### config.mk
export PLATFORM = sky130hd
export DESIGN_NAME = arbiter_tx_flat
export DESIGN_NICKNAME = d
export VERILOG_FILES = /design/src/rtl/arbiter_tx_pkg.sv /design/src/rtl/arbiter_tx_if.sv /design/src/rtl/arbiter_tx_serializer.sv /design/src/rtl/arbiter_tx.sv /design/src/flat_wrapper.sv
export SDC_FILE = /design/constraint.sdc
export NUM_CORES = 1
export LEC_CHECK = 0
export ABC_AREA = 1
export BUFFER_PORTS_ARGS = -buffer_cell sky130_fd_sc_hd__buf_2
export CAP_MARGIN = 25
export CORE_MARGIN = 4
export CORE_UTILIZATION = 40
export DETAILED_ROUTE_END_ITERATION = 10
export HOLD_SLACK_MARGIN = 0.1
export PLACE_DENSITY = 0.7
export RECOVER_POWER = 50
export SKIP_LAST_GASP = 1
export SYNTH_ARGS = -nofsm -noshare
export SYNTH_HDL_FRONTEND = slang
export SYNTH_SLANG_ARGS = --single-unit
### constraint.sdc
create_clock -name CLK -period 1.8 [get_ports CLK]
set_clock_uncertainty 0.2 [all_clocks]
set_input_delay 0.18 -clock CLK [delete_from_list [all_inputs] [get_ports CLK]]
set_output_delay 0.18 -clock CLK [all_outputs]
set_load 0.03 [all_outputs]
### src/rtl/arbiter_tx_pkg.sv
// Shared definitions for the arbiter transmit/receive pair.
// Covers FSM encoding, frame delimiters and the MSB helper macro.
`ifndef MSB
`define MSB(w) ((w) - 1)
`endif

package arbiter_tx_pkg;

    typedef enum logic [2:0] {
        ST_LOAD    = 3'd0,
        ST_SELECT  = 3'd1,
        ST_HEADER  = 3'd2,
        ST_DATA    = 3'd3,
        ST_TRAILER = 3'd4,
        ST_ACCOUNT = 3'd5,
        ST_WAIT_RX = 3'd6
    } tx_state_e;

    localparam int          WORD_W        = 16;
    localparam logic [15:0] FRAME_HEADER  = 16'hFFFF;
    localparam logic [15:0] FRAME_TRAILER = 16'h0000;

endpackage

### src/rtl/arbiter_tx_if.sv
// Item stream in, unit broadcast bus out.
// A word moves only on a cycle where in_valid and in_ready are both high; in_valid
// may not depend on in_ready, and unit_wr_en has no back-pressure (units are sized by afull).
interface arbiter_tx_if #(
    parameter int N_UNITS          = 4,
    parameter int UNIT_INPUT_WIDTH = 4
);
    logic [15:0]                 in_data;
    logic                        in_valid;
    logic                        in_ready;
    logic [15:0]                 in_pkt_id;
    logic                        in_pkt_end;
    logic [UNIT_INPUT_WIDTH-1:0] unit_in;
    logic [N_UNITS-1:0]          unit_wr_en;
    logic [N_UNITS-1:0]          unit_afull;

    modport master (
        output in_data, in_valid, in_pkt_id, in_pkt_end, unit_afull,
        input  in_ready, unit_in, unit_wr_en
    );

    modport slave (
        input  in_data, in_valid, in_pkt_id, in_pkt_end, unit_afull,
        output in_ready, unit_in, unit_wr_en
    );
endinterface

### src/rtl/arbiter_tx_serializer.sv
// Walks the item buffer word by word, emitting UNIT_INPUT_WIDTH chunks LSB first.
module arbiter_tx_serializer
    import arbiter_tx_pkg::*;
#(
    parameter int UNIT_INPUT_WIDTH = 4,
    parameter int ITEM_NUM_WORDS   = 8,
    localparam int AW = $clog2(ITEM_NUM_WORDS)
) (
    input  logic                         CLK,
    input  logic                         RST_N,
    input  logic                         i_en,
    input  logic [15:0]                  i_word,
    output logic [AW-1:0]                o_rd_addr,
    output logic [`MSB(UNIT_INPUT_WIDTH):0] o_chunk,
    output logic                         o_last
);
    localparam int CPW = WORD_W / UNIT_INPUT_WIDTH;
    localparam int CW  = (CPW > 1) ? $clog2(CPW) : 1;

    logic [AW-1:0] r_word;
    logic [CW-1:0] r_chunk;
    logic          w_chunk_last;
    logic          w_word_last;
    logic [15:0]   w_shift;

    assign w_chunk_last = (r_chunk == CW'(CPW - 1));
    assign w_word_last  = (r_word == AW'(ITEM_NUM_WORDS - 1));
    assign w_shift      = i_word >> (int'(r_chunk) * UNIT_INPUT_WIDTH);
    assign o_chunk      = w_shift[UNIT_INPUT_WIDTH-1:0];
    assign o_rd_addr    = r_word;
    assign o_last       = w_chunk_last & w_word_last;

    always_ff @(posedge CLK or negedge RST_N) begin
        if (!RST_N) begin
            r_word  <= '0;
            r_chunk <= '0;
        end else if (i_en) begin
            if (w_chunk_last) begin
                r_chunk <= '0;
                r_word  <= w_word_last ? '0 : r_word + 1'b1;
            end else begin
                r_chunk <= r_chunk + 1'b1;
            end
        end
    end
endmodule

### src/rtl/arbiter_tx.sv
// Buffers one item, picks a ready unit round-robin, and sends it framed by
// header/trailer chunks; keeps per-packet accounting for the receive side.
module arbiter_tx
    import arbiter_tx_pkg::*;
#(
    parameter int N_UNITS          = 4,
    parameter int UNIT_INPUT_WIDTH = 4,
    parameter int ITEM_NUM_WORDS   = 8
) (
    input  logic             CLK,
    input  logic             RST_N,
    arbiter_tx_if.slave      bus,
    output logic [31:0]      num_processed_tx,
    output logic [15:0]      pkt_id_tx,
    output logic             pkt_tx_done,
    input  logic             pkt_rx_done,
    output logic             err,
    output tx_state_e        o_dbg_state
);
    localparam int PTR_W = $clog2(N_UNITS);
    localparam int AW    = $clog2(ITEM_NUM_WORDS);

    tx_state_e                   r_state, w_next;
    logic [PTR_W-1:0]            r_ptr;
    logic [N_UNITS-1:0]          r_afull;
    logic                        r_phase;
    logic [AW-1:0]               r_wr_addr;
    logic                        r_first_item;
    logic                        r_pkt_end;
    logic                        r_in_ready;
    logic [15:0]                 r_ram [ITEM_NUM_WORDS];

    logic                        w_accept;
    logic                        w_last_word;
    logic [PTR_W-1:0]            w_ptr_inc;
    logic [N_UNITS-1:0]          w_onehot;
    logic [AW-1:0]               w_rd_addr;
    logic [UNIT_INPUT_WIDTH-1:0] w_chunk;
    logic                        w_ser_last;
    logic                        w_ser_en;
    logic [UNIT_INPUT_WIDTH-1:0] w_unit_in;
    logic [N_UNITS-1:0]          w_wr_en;

    assign w_accept    = bus.in_valid & r_in_ready;
    assign w_last_word = (r_wr_addr == AW'(ITEM_NUM_WORDS - 1));
    assign w_ptr_inc   = (r_ptr == PTR_W'(N_UNITS - 1)) ? '0 : r_ptr + 1'b1;
    assign w_onehot    = N_UNITS'(1) << r_ptr;

    assign bus.in_ready   = r_in_ready;
    assign bus.unit_in    = w_unit_in;
    assign bus.unit_wr_en = w_wr_en;
    assign o_dbg_state    = r_state;

    arbiter_tx_serializer #(
        .UNIT_INPUT_WIDTH (UNIT_INPUT_WIDTH),
        .ITEM_NUM_WORDS   (ITEM_NUM_WORDS)
    ) u_ser (
        .CLK       (CLK),
        .RST_N     (RST_N),
        .i_en      (w_ser_en),
        .i_word    (r_ram[w_rd_addr]),
        .o_rd_addr (w_rd_addr),
        .o_chunk   (w_chunk),
        .o_last    (w_ser_last)
    );

    always_ff @(posedge CLK) begin
        if (w_accept) r_ram[r_wr_addr] <= bus.in_data;
    end

    always_ff @(posedge CLK or negedge RST_N) begin
        if (!RST_N) r_state <= ST_LOAD;
        else        r_state <= w_next;
    end

    always_comb begin
        w_next    = r_state;
        w_unit_in = '0;
        w_wr_en   = '0;
        w_ser_en  = 1'b0;
        case (r_state)
            ST_LOAD:    if (w_accept && w_last_word) w_next = ST_SELECT;
            ST_SELECT:  if (!r_afull[r_ptr]) w_next = ST_HEADER;
            ST_HEADER: begin
                w_unit_in = FRAME_HEADER[UNIT_INPUT_WIDTH-1:0];
                w_wr_en   = w_onehot;
                w_next    = ST_DATA;
            end
            ST_DATA: begin
                w_unit_in = w_chunk;
                w_wr_en   = w_onehot;
                w_ser_en  = 1'b1;
                if (w_ser_last) w_next = ST_TRAILER;
            end
            ST_TRAILER: begin
                w_unit_in = FRAME_TRAILER[UNIT_INPUT_WIDTH-1:0];
                w_wr_en   = w_onehot;
                w_next    = ST_ACCOUNT;
            end
            ST_ACCOUNT: w_next = r_pkt_end ? ST_WAIT_RX : ST_LOAD;
            ST_WAIT_RX: if (pkt_rx_done) w_next = ST_LOAD;
            default:    w_next = ST_LOAD;
        endcase
    end

    always_ff @(posedge CLK or negedge RST_N) begin
        if (!RST_N) begin
            r_in_ready       <= 1'b0;
            r_ptr            <= '0;
            r_afull          <= '0;
            r_phase          <= 1'b0;
            r_wr_addr        <= '0;
            r_first_item     <= 1'b1;
            r_pkt_end        <= 1'b0;
            num_processed_tx <= '0;
            pkt_id_tx        <= '0;
            pkt_tx_done      <= 1'b0;
            err              <= 1'b0;
        end else begin
            r_in_ready <= (w_next == ST_LOAD);
            r_afull    <= bus.unit_afull;
            if (w_accept) begin
                r_wr_addr <= w_last_word ? '0 : r_wr_addr + 1'b1;
                if (r_first_item && r_wr_addr == '0) pkt_id_tx <= bus.in_pkt_id;
                if (w_last_word) r_pkt_end <= bus.in_pkt_end;
            end
            // Busy units are skipped at one unit every two cycles, matching arbiter_rx.
            if (r_state == ST_SELECT && r_afull[r_ptr]) begin
                r_phase <= ~r_phase;
                if (r_phase) r_ptr <= w_ptr_inc;
            end else begin
                r_phase <= 1'b0;
            end
            if (r_state == ST_TRAILER) r_ptr <= w_ptr_inc;
            if (r_state == ST_ACCOUNT) begin
                num_processed_tx <= num_processed_tx + 32'd1;
                r_first_item     <= r_pkt_end;
                if (r_pkt_end) pkt_tx_done <= 1'b1;
            end
            if (r_state == ST_WAIT_RX && pkt_rx_done) begin
                num_processed_tx <= '0;
                pkt_tx_done      <= 1'b0;
            end
            if (pkt_rx_done && r_state != ST_WAIT_RX) err <= 1'b1;
        end
    end
endmodule
### src/flat_wrapper.sv
// flat-port wrapper written by rule: the top's interface ports become plain ports
module arbiter_tx_flat import arbiter_tx_pkg::*;
#(
    parameter int N_UNITS          = 4,
    parameter int UNIT_INPUT_WIDTH = 4,
    parameter int ITEM_NUM_WORDS   = 8
)
  (CLK, RST_N, num_processed_tx, pkt_id_tx, pkt_tx_done, pkt_rx_done, err, o_dbg_state, bus_in_data, bus_in_valid, bus_in_pkt_id, bus_in_pkt_end, bus_unit_afull, bus_in_ready, bus_unit_in, bus_unit_wr_en);
  arbiter_tx_if #(.N_UNITS(N_UNITS), .UNIT_INPUT_WIDTH(UNIT_INPUT_WIDTH)) bus_i ();
  input  logic CLK;
  input  logic RST_N;
  output logic [31:0] num_processed_tx;
  output logic [15:0] pkt_id_tx;
  output logic pkt_tx_done;
  input  logic pkt_rx_done;
  output logic err;
  output tx_state_e o_dbg_state;
  input wire logic [$bits(bus_i.in_data)-1:0] bus_in_data;
  input wire logic [$bits(bus_i.in_valid)-1:0] bus_in_valid;
  input wire logic [$bits(bus_i.in_pkt_id)-1:0] bus_in_pkt_id;
  input wire logic [$bits(bus_i.in_pkt_end)-1:0] bus_in_pkt_end;
  input wire logic [$bits(bus_i.unit_afull)-1:0] bus_unit_afull;
  output wire logic [$bits(bus_i.in_ready)-1:0] bus_in_ready;
  output wire logic [$bits(bus_i.unit_in)-1:0] bus_unit_in;
  output wire logic [$bits(bus_i.unit_wr_en)-1:0] bus_unit_wr_en;
  assign bus_i.in_data = bus_in_data;
  assign bus_i.in_valid = bus_in_valid;
  assign bus_i.in_pkt_id = bus_in_pkt_id;
  assign bus_i.in_pkt_end = bus_in_pkt_end;
  assign bus_i.unit_afull = bus_unit_afull;
  assign bus_in_ready = bus_i.in_ready;
  assign bus_unit_in = bus_i.unit_in;
  assign bus_unit_wr_en = bus_i.unit_wr_en;
  arbiter_tx #(.N_UNITS(N_UNITS), .UNIT_INPUT_WIDTH(UNIT_INPUT_WIDTH), .ITEM_NUM_WORDS(ITEM_NUM_WORDS)) u_core (.CLK(CLK), .RST_N(RST_N), .bus(bus_i), .num_processed_tx(num_processed_tx), .pkt_id_tx(pkt_id_tx), .pkt_tx_done(pkt_tx_done), .pkt_rx_done(pkt_rx_done), .err(err), .o_dbg_state(o_dbg_state));
endmodule
==> results.json, run 1 <==
{
  "synthFlopType": "edfxtp_1",
  "violations": "setup timing",
  "cts_buffer_depth": 2,
  "finalHoldViolations": 0,
  "synthToLayoutAreaGrowth_pct": 36.3,
  "netlist_instances": 990,
  "worstPathMaxFanout": 6,
  "antenna_left": 0,
  "netlist_area_um2": 9240,
  "p_total_mw": 15.1,
  "start_kind": "flop",
  "cp.required_ns": 1.42,
  "synth-warning-count": 0,
  "grt_usage": 0.180,
  "yosysTopAreaCellShare": 0.416,
  "htreeDepth": 4,
  "cap_violations": 0,
  "cts_made_buffers": 17,
  "pwr-share-clk": 0.254,
  "synth_area_per_cell_um2": 9.33,
  "vdd_ir_drop_max_mv": 1.05,
  "initial_core_util": 0.407,
  "path_clk_slew_ns": 0.08,
  "synth_nets": 1042,
  "cpPeakStageDelay_ns": 0.44,
  "status": "complete, but fails checks",
  "synth_edf_count": 128,
  "die_area_um2": 25600,
  "finalSetupTns_ns": -4.67,
  "worst_slack_ns": -0.663,
  "ys_top_cells_by_count": "305 x nand2_1, 146 x inv_1, 128 x edfxtp_1, 117 x nand3_1, 70 x dfrtp_1",
  "wl_per_cell_um": 16.0,
  "synth_area_leaders": "edfxtp_1 42%, dfrtp_1 19%, nand2_1 12%",
  "grt_pass1_vias": 7371,
  "cts_tree": "built",
  "p_seq_frac": 0.345,
  "crit_type": "flop to primary output",
  "ys_ff_latch": 199,
  "r2r-start": "u_core.u_ser.o_rd_addr[0]",
  "dpl.hpwl_um": 15200,
  "num_io_pins": 103,
  "synth-async-reset-ratio": 0.357,
  "num_rows": 55,
  "antenna_found_initial": 1,
  "setup_viol": 24,
  "yosys.area.top_type": "edfxtp_1",
  "port_buffers": 102,
  "fmax_ghz": 0.406,
  "drcViolationCount": 0,
  "core_area_um2": 22700,
  "switching_share": 0.372,
  "finalWirelength_um": 24400,
  "synth_most_common_cell": "nand2_1",
  "crit_arrival_ns": 2.08,
  "switchingPower_mw": 5.62,
  "die_h_um": 160,
  "power_frac_comb": 0.401,
  "viasPerCell": 5.02,
  "path_common_cell": "nand2_1",
  "drtIter0Drc": 602,
  "fin_crit_ns": 2.46,
  "worst_slew_pin_slew_ns": 0.466,
  "dieWidth_um": 160,
  "fill_cells": 1910,
  "leakagePower_nw": 5.75,
  "rsz0062_at_grt": "true",
  "clkLatencyLatePin_ns": 0.44,
  "critPathLaunch": "u_core.u_ser.o_rd_addr[0]",
  "cp_cell_sequence": "buf_12 -> inv_12 -> buf_12 -> nand2_1 -> nand2_1 -> nand2_1 -> nand3_2 -> nand3_2 -> nand2_1 -> nand2_1 -> nand2_2 -> nand2_2 -> nand2_2 -> buf_6",
  "slew_headroom": 0.689,
  "cp_slowest_cell": "dfrtp_2",
  "grt_pass1_wl_um": 37300,
  "min-delay-start": "bus_unit_afull[0]",
  "p_per_area_nw_per_um2": 1200,
  "gp_congestion": 0.867,
  "drive_above_1_share": 0.273,
  "intPower_mw": 9.48,
  "root_buffer": "clkbuf_16",
  "hp-class": "input port to flop",
  "worstSetupEndpointType": "primary output",
  "cts.sinks": 199,
  "drtPass1Iterations": 5,
  "grt.overflow.total": 0,
  "synthDistinctLibCells": 35,
  "slew_viol_final": 0,
  "yosysSeqAreaShare": 0.609,
  "finalCritPeriodShare": 1.37,
  "nNetsFinal": 1277,
  "vias": 7655,
  "grt_max_degree": 43
}
## logic make-up after synthesis
logic type / Yosys count / share of synthesized area
AND/OR/NAND/NOR: 525 / 0.246
flip-flops: 199 / 0.609
buffers and inverters: 182 / 0.0769
AO/OA/AOI/OAI: 54 / 0.0310
multiplexers: 17 / 0.0207
adder cells (fa/ha/maj): 11 / 0.0149
XOR/XNOR: 2 / 0.00190
## layer usage
layer	up-vias	part of all wire	GRT usage
met4	0	0.021	0.0563
met2	279	0.51	0.300
li1	3687	-	-
met3	38	0.056	0.0374
met1	3651	0.42	0.236
met5	-	0	0
## layout make-up
type,count,area (um^2),area share
Antenna cell,1,2.50,0.000199
Clock buffer,17,425,0.0338
Clock inverter,15,178,0.0141
Inverter,151,582,0.0462
Multi-Input combinational cell,609,3340,0.265
Sequential cell,199,5630,0.447
Tap cell,285,357,0.0283
Timing Repair Buffer,246,2060,0.163
Timing Repair inverter,1,16.3,0.00129
## worst max-delay path, delay by kind of cell, from the launching register on
kind,cells,cell delay [ns]
simple gates,10,0.72
buf+inv,4,0.49
flops,1,0.44
## sequential cells by signal, indices dropped and copies added (netlist names)
register,flops
u_core.bus.in_ready,1
u_core.err,1
u_core.num_processed_tx,32
u_core.o_dbg_state,3
u_core.pkt_id_tx,16
u_core.pkt_tx_done,1
u_core.r_afull,4
u_core.r_first_item,1
u_core.r_phase,1
u_core.r_pkt_end,1
u_core.r_ptr,2
u_core.r_ram,128
u_core.r_wr_addr,3
u_core.u_ser.o_rd_addr,3
u_core.u_ser.r_chunk,2
## cells in the final DEF, fill, tap and decap left out, types with 28 or more instances in the layout
cell type / count
buf_2: 58
edfxtp_1: 128
dfrtp_1: 63
inv_1: 141
clkbuf_1: 37
nor2_1: 38
dlygate4sd3_1: 42
nand2_2: 28
nand2_1: 274
nand3_1: 93
buf_4: 68
## what timing repair did
item                                    in CTS  in global routing
endpoints found under the hold margin      227                  0
gates resized for setup                     34                116
buffers inserted                             4                 25
hold buffers                                42                  0
cloned                                       2                  8
endpoints found under the setup margin      10                108
pin swaps                                    1                 43
## power by group through the flow
| stage | clock (mW) | sequential (mW) | combinational (mW) |
|---|---|---|---|
| global route | 4.11 | 5.23 | 6.52 |
| detailed placement | 0 | 5.30 | 4.20 |
| floorplan | 0 | 5.33 | 2.72 |
| finish | 3.84 | 5.21 | 6.05 |
| CTS | 3.91 | 5.20 | 4.82 |
| global placement | 0 | 5.29 | 4.13 |
## per-stage QoR
step                      std cells  area (um^2)  setup slack, ns   util  hold WS, ns
after floorplan                 990         9300           -0.153      -       -0.316
after global placement         1410        10600           -0.160  0.468      -0.0978
after detailed placement       1410        10600           -0.196  0.468      -0.0975
after CTS                      1490        11800           -0.576  0.521        0.155
after global routing           1524        12600           -0.791  0.554        0.166
final                          1524        12600           -0.663  0.554        0.188
## path summary, 6_finish.rpt
path	end	slack (ns)	cells past startpoint
worst max-delay path	bus_unit_in[1]	-0.66	14
worst min-delay path	u_core.r_afull[0]	0.19	2
worst max register to register	u_core.bus.in_ready	-0.28	10
worst min register to register	u_core.r_phase	0.25	1
max in group asynchronous	u_core.u_ser.o_rd_addr[0]	0.18	4
min in group asynchronous	u_core.r_afull[3]	0.50	3
Power figures use the tool's default switching activity.
==> run 2: changes to the inputs <==
--- a/config.mk
+++ b/config.mk
@@ -9,10 +9,10 @@
 export BUFFER_PORTS_ARGS = -buffer_cell sky130_fd_sc_hd__buf_2
 export CAP_MARGIN = 25
 export CORE_MARGIN = 4
-export CORE_UTILIZATION = 40
+export CORE_UTILIZATION = 53
 export DETAILED_ROUTE_END_ITERATION = 10
 export HOLD_SLACK_MARGIN = 0.1
-export PLACE_DENSITY = 0.7
+export PLACE_DENSITY = 0.86
 export RECOVER_POWER = 50
 export SKIP_LAST_GASP = 1
 export SYNTH_ARGS = -nofsm -noshare
==> run 2 against run 1 <==
Net effect: the run still ends with setup timing left; wire length increased by 19%; power grew 1.8%; combinational power grew 0.8%; cell count decreased by 5.0%; highest routed layer unchanged.
==> results.json, run 2 (synthesis gave the netlist of run 1 again) <==
{
  "status": "complete, but fails checks",
  "violations": "setup timing",
  "vdd_ir_drop_max_mv": 1.45,
  "drtPass1Iterations": 8,
  "initial_core_util": 0.538,
  "die_area_um2": 19600,
  "start_kind": "flop",
  "p_per_area_nw_per_um2": 1230,
  "nNetsFinal": 1262,
  "top_register": "u_core.r_ram",
  "antenna_left": 0,
  "gp_congestion": 0.892,
  "grt_usage": 0.263,
  "antenna_found_initial": 0,
  "cts_made_buffers": 17,
  "num_rows": 48,
  "final_common_cell": "nand2_1",
  "wl_per_cell_um": 20.0,
  "cts.sinks": 199,
  "core_area_um2": 17200,
  "worst_slack_ns": -0.891,
  "clkLatencyLatePin_ns": 0.44,
  "die_h_um": 140,
  "drcViolationCount": 0,
  "synthToLayoutAreaGrowth_pct": 35.8,
  "slew_headroom": 0.496,
  "dpl.hpwl_um": 15300,
  "slew_viol_final": 0,
  "fmax_ghz": 0.372,
  "cap_violations": 0,
  "fin_crit_ns": 2.69,
  "finalWirelength_um": 29000,
  "root_buffer": "clkbuf_16",
  "p_total_mw": 15.4,
  "cts_buffer_depth": 2,
  "fill_cells": 1047,
  "worstPathMaxFanout": 5,
  "crit_type": "flop to primary output",
  "finalSetupTns_ns": -14.38,
  "cp.required_ns": 1.42,
  "htreeDepth": 4,
  "grt_pass1_vias": 8180,
  "hp-class": "input port to flop",
  "crit_arrival_ns": 2.31,
  "grt_max_degree": 41,
  "leakagePower_nw": 5.62,
  "worstSetupEndpointType": "primary output",
  "viasPerCell": 5.82,
  "port_buffers": 102,
  "largest_reg_flops": 128,
  "finalCritPeriodShare": 1.50,
  "grt.overflow.total": 0,
  "drive_above_1_share": 0.276,
  "mostFrequentLayoutCells": "270 x nand2_1, 143 x inv_1, 128 x edfxtp_1, 71 x nand3_1, 61 x dfrtp_1",
  "utilization": 0.730,
  "finalHoldViolations": 0,
  "worst_slew_pin_slew_ns": 0.756,
  "diodes": 0,
  "vias": 8429,
  "num_io_pins": 103,
  "rsz0062_at_grt": "true",
  "setup_viol": 46,
  "reg.largest.list": "u_core.r_ram: 128 flops, u_core.num_processed_tx: 32 flops, u_core.pkt_id_tx: 16 flops",
  "grt_pass1_wl_um": 41000,
  "dieWidth_um": 140,
  "drtIter0Drc": 1128,
  "cts_tree": "built",
  "path_clk_slew_ns": 0.08
}
-- run 2: changes by cell type in the layout (fill, tap and decap cells not counted), sizes merged --
cell | previous run | this run
buf | 160 | 130
dlygate4sd3 | 42 | 41
bufinv | 0 | 3
clkbuf | 61 | 79
inv | 155 | 154
clkinvlp | 1 | 3
diode | 1 | 0
clkinv | 11 | 5
-- run 2: metal layers --
metal | vias to the layer above | routed length [um] | global-route usage
li1 | 3665 | - | -
met1 | 3930 | 9850 | 0.312
met2 | 640 | 14400 | 0.456
met3 | 194 | 2800 | 0.0604
met4 | 0 | 1960 | 0.123
met5 | - | 0 | 0
-- run 2: critical path: stages, from the launching register on --
cell and delay, ns:
dfrtp_2 0.45, clkinv_4 0.13, buf_12 0.17, clkbuf_16 0.16, nand2_2 0.09, nand3_2 0.13
nand3_2 0.13, nand3_2 0.10, nand2_1 0.08, nand2_1 0.05, nand2_1 0.08, nand2_1 0.08
nand2_2 0.10, buf_6 0.14
-- run 2: report_power, final --
group	leakage, nW	internal, mW	switching, mW
Clock	0.290	2.23	1.80
Sequential	2.02	5.05	0.203
Combinational	3.30	2.35	3.75
-- run 2: cell type report --
type                       count  area (um^2)  area share
sequential                   199         5630       0.449
multi-input combinational    609         3530       0.282
clock inverter                14          185      0.0148
tap                          225          282      0.0224
timing repair buffer         232         1910       0.152
clock buffer                  18          429      0.0342
inverter                     151          572      0.0456
-- run 2: path summary, 6_finish.rpt --
kind / from / end / slack [ns] / cells past startpoint
worst max-delay path: u_core.u_ser.o_rd_addr[0] / bus_unit_in[1] / -0.89 / 13
worst min-delay path: bus_unit_afull[2] / u_core.r_afull[2] / 0.19 / 2
worst max register to register: u_core.o_dbg_state[1] / u_core.num_processed_tx[16] / -0.50 / 9
worst min register to register: u_core.r_phase / u_core.r_phase / 0.23 / 1
max in group asynchronous: RST_N / u_core.r_first_item / -0.02 / 4
min in group asynchronous: RST_N / u_core.r_ptr[1] / 0.71 / 3
-- run 2: through the flow --
step / setup WS [ns] / hold slack (ns) / instances / area (um^2)
finish: -0.891 / 0.187 / 1448 / 12500
global route: -0.944 / 0.180 / 1448 / 12500
CTS: -0.646 / 0.176 / 1429 / 12000
detailed placement: -0.288 / -0.0804 / 1340 / 10500
global placement: -0.207 / -0.0833 / 1340 / 10500
floorplan: -0.153 / -0.316 / 990 / 9300
-- run 2: what timing repair did --
action                                 CTS  global route
setup endpoints to repair               15           168
hold buffers                            41             0
cloned                                   3             3
buffers inserted                        14            18
endpoints found under the hold margin  226             0
resized for setup                       59           129
pin swaps                               27            43
==> run 3: changes to the inputs <==
--- a/config.mk
+++ b/config.mk
@@ -8,8 +8,10 @@
 export ABC_AREA = 1
 export BUFFER_PORTS_ARGS = -buffer_cell sky130_fd_sc_hd__buf_2
 export CAP_MARGIN = 25
+export CELL_PAD_IN_SITES_DETAIL_PLACEMENT = 1
+export CELL_PAD_IN_SITES_GLOBAL_PLACEMENT = 2
 export CORE_MARGIN = 4
-export CORE_UTILIZATION = 53
+export CORE_UTILIZATION = 33
 export DETAILED_ROUTE_END_ITERATION = 10
 export HOLD_SLACK_MARGIN = 0.1
 export PLACE_DENSITY = 0.86
==> run 3 against run 2 <==
Net effect: the flow still finishes with violations (setup timing); non-clock buffer count grew 45; maximum frequency grew 9.1%; first-iteration DRC count shrank 65%; power grew 0.18%; register-to-register slack gained 0.21 ns; combinational power is essentially flat; via count shrank 6.0%; die area grew 57%; clock power grew 1%; critical path type unchanged; critical endpoint unchanged.
==> results.json, run 3 (synthesis gave the netlist of run 1 again) <==
{
  "path_clk_slew_ns": 0.08,
  "intPower_mw": 9.56,
  "diodes": 0,
  "mostFrequentLayoutCells": "287 x nand2_1, 140 x inv_1, 128 x edfxtp_1, 102 x nand3_1, 91 x buf_4",
  "cts_tree": "built",
  "cap_violations": 0,
  "worstPathMaxFanout": 9,
  "num_rows": 60,
  "r2r-start": "u_core.o_dbg_state[0]",
  "core_area_um2": 27300,
  "fin_crit_ns": 2.47,
  "slew_headroom": 0.645,
  "crit_type": "flop to primary output",
  "cts_buffer_depth": 2,
  "htreeDepth": 4,
  "p_seq_frac": 0.339,
  "switching_share": 0.380,
  "hold_path_depth": 2,
  "finalHoldViolations": 0,
  "num_io_pins": 103,
  "top_register": "u_core.r_ram",
  "root_buffer": "clkbuf_16",
  "nNetsFinal": 1307,
  "fmax_ghz": 0.405,
  "grt_pass1_wl_um": 46800,
  "p_per_area_nw_per_um2": 1180,
  "r2r_end": "u_core.num_processed_tx[17]",
  "path_common_cell": "nand2_1",
  "die_area_um2": 30700,
  "worstSetupEndpointType": "primary output",
  "dieWidth_um": 175,
  "grt_pass1_vias": 8605,
  "reg.largest.list": "u_core.r_ram: 128 flops, u_core.num_processed_tx: 32 flops, u_core.pkt_id_tx: 16 flops",
  "synthToLayoutAreaGrowth_pct": 41.0,
  "cp_cell_sequence": "buf_8 -> buf_16 -> nand2_1 -> nand3_2 -> nand3_2 -> nand3_1 -> nand2_1 -> nand2_1 -> nand2_1 -> nand2_1 -> nand2_2 -> buf_6",
  "min-delay-start": "bus_unit_afull[1]",
  "final_common_cell": "nand2_1",
  "port_buffers": 102,
  "power_frac_comb": 0.396,
  "drcViolationCount": 0,
  "switchingPower_mw": 5.85,
  "fill_cells": 3088,
  "antenna_left": 0,
  "regToRegSetupSlack_ns": -0.29,
  "leakagePower_nw": 5.89,
  "drtPass1Iterations": 5,
  "antenna_found_initial": 1,
  "placed_cells": 1522,
  "cts.sinks": 199,
  "worst_slack_ns": -0.667,
  "gp_congestion": 0.793,
  "path_buf_inv": 3,
  "status": "complete, but fails checks",
  "viasPerCell": 4.83,
  "finalCritPeriodShare": 1.37,
  "finalWirelength_um": 30600,
  "fin_cells": 1640,
  "cp_slowest_cell": "dfrtp_2",
  "drive_above_1_share": 0.278,
  "die_h_um": 175,
  "dpl.hpwl_um": 18800,
  "grt.overflow.total": 0,
  "rsz0062_at_grt": "true",
  "hold_slack_ns": 0.176,
  "cts_made_buffers": 17,
  "cp_top_family": "simple AND/OR/NAND/NOR gates",
  "min_to": "u_core.r_afull[1]",
  "worst_slew_pin_slew_ns": 0.533,
  "start_kind": "flop",
  "path_depth": 12,
  "slew_viol_final": 0,
  "crit_arrival_ns": 2.09,
  "grt_max_degree": 36,
  "hp-class": "input port to flop",
  "initial_core_util": 0.339,
  "clkLatencyLatePin_ns": 0.45,
  "vdd_ir_drop_max_mv": 0.574,
  "grt_usage": 0.195,
  "drtIter0Drc": 395,
  "largest_reg_flops": 128,
  "rr_worst_depth": 8,
  "vias": 7920,
  "cp.required_ns": 1.42,
  "pwr-share-clk": 0.265,
  "wl_per_cell_um": 18.7,
  "violations": "setup timing",
  "cpPeakStageDelay_ns": 0.47,
  "setup_viol": 47
}
## run 3: cell count changes in the layout (fill, tap and decap cells not counted), moves of 6 or more
cell	previous run	this run
buf_4	58	91
clkbuf_1	58	45
nor3_2	6	12
nand2_1	270	287
nand3_2	46	15
buf_2	36	48
o21ai_1	2	9
buf_12	17	25
nand2_2	31	17
clkinv_8	0	7
nand3_1	71	102
## run 3: power groups by stage
stage	Sequential (mW)	Clock (mW)	Combinational, mW
6_report	5.22	4.08	6.10
4_1_cts	5.21	4.16	5.57
3_5_place_dp	5.29	0	4.80
2_1_floorplan	5.33	0	2.72
5_1_grt	5.24	4.36	6.58
3_3_place_gp	5.28	0	4.72
## run 3: per-stage QoR
stage                     utilization  area, um^2  total power [mW]  setup TNS, ns  setup WS [ns]
after floorplan                     -        9300              8.05          -9.77         -0.153
after global placement          0.407       11100              10.0         -0.771         -0.176
after detailed placement        0.407       11100              10.1          -1.11         -0.189
after CTS                       0.459       12500              14.9          -3.55         -0.627
after global routing            0.478       13000              16.2         -12.99         -0.755
final                           0.478       13000              15.4          -8.66         -0.667
## run 3: worst max-delay path by stage
stage	from	end	slack (ns)
floorplan	u_core.bus.in_ready	u_core.r_ram[0][0]	-0.15
global placement	u_core.u_ser.o_rd_addr[0]	bus_unit_in[3]	-0.18
detailed placement	u_core.u_ser.o_rd_addr[0]	bus_unit_in[3]	-0.19
CTS	u_core.u_ser.o_rd_addr[0]	bus_unit_in[2]	-0.63
global route	u_core.u_ser.o_rd_addr[0]	bus_unit_in[1]	-0.76
finish	u_core.u_ser.o_rd_addr[0]	bus_unit_in[1]	-0.67
## run 3: routing by layer
layer,wire length [um],global-route usage,vias up
met3,1060,0.0308,62
met1,12900,0.244,3927
met5,13,0,-
met2,15800,0.347,175
met4,848,0.0619,2
li1,-,-,3754
## run 3: layout make-up
class                           count  area (um^2)  share of cell area
Inverter                          151          581              0.0446
Tap cell                          372          465              0.0357
Timing Repair Buffer              277         2390               0.184
Clock inverter                     15          209              0.0160
Sequential cell                   199         5630               0.432
Multi-Input combinational cell    609         3320               0.255
Clock buffer                       17          425              0.0327
## run 3: repair_timing
| item | 4_1_cts | 5_1_grt |
|---|---|---|
| pin swaps | 15 | 30 |
| endpoints found under the hold margin | 227 | 0 |
| cloned | 3 | 2 |
| endpoints found under the setup margin | 36 | 170 |
| resized for setup | 61 | 82 |
| buffers inserted | 14 | 27 |
| hold buffers | 41 | 0 |
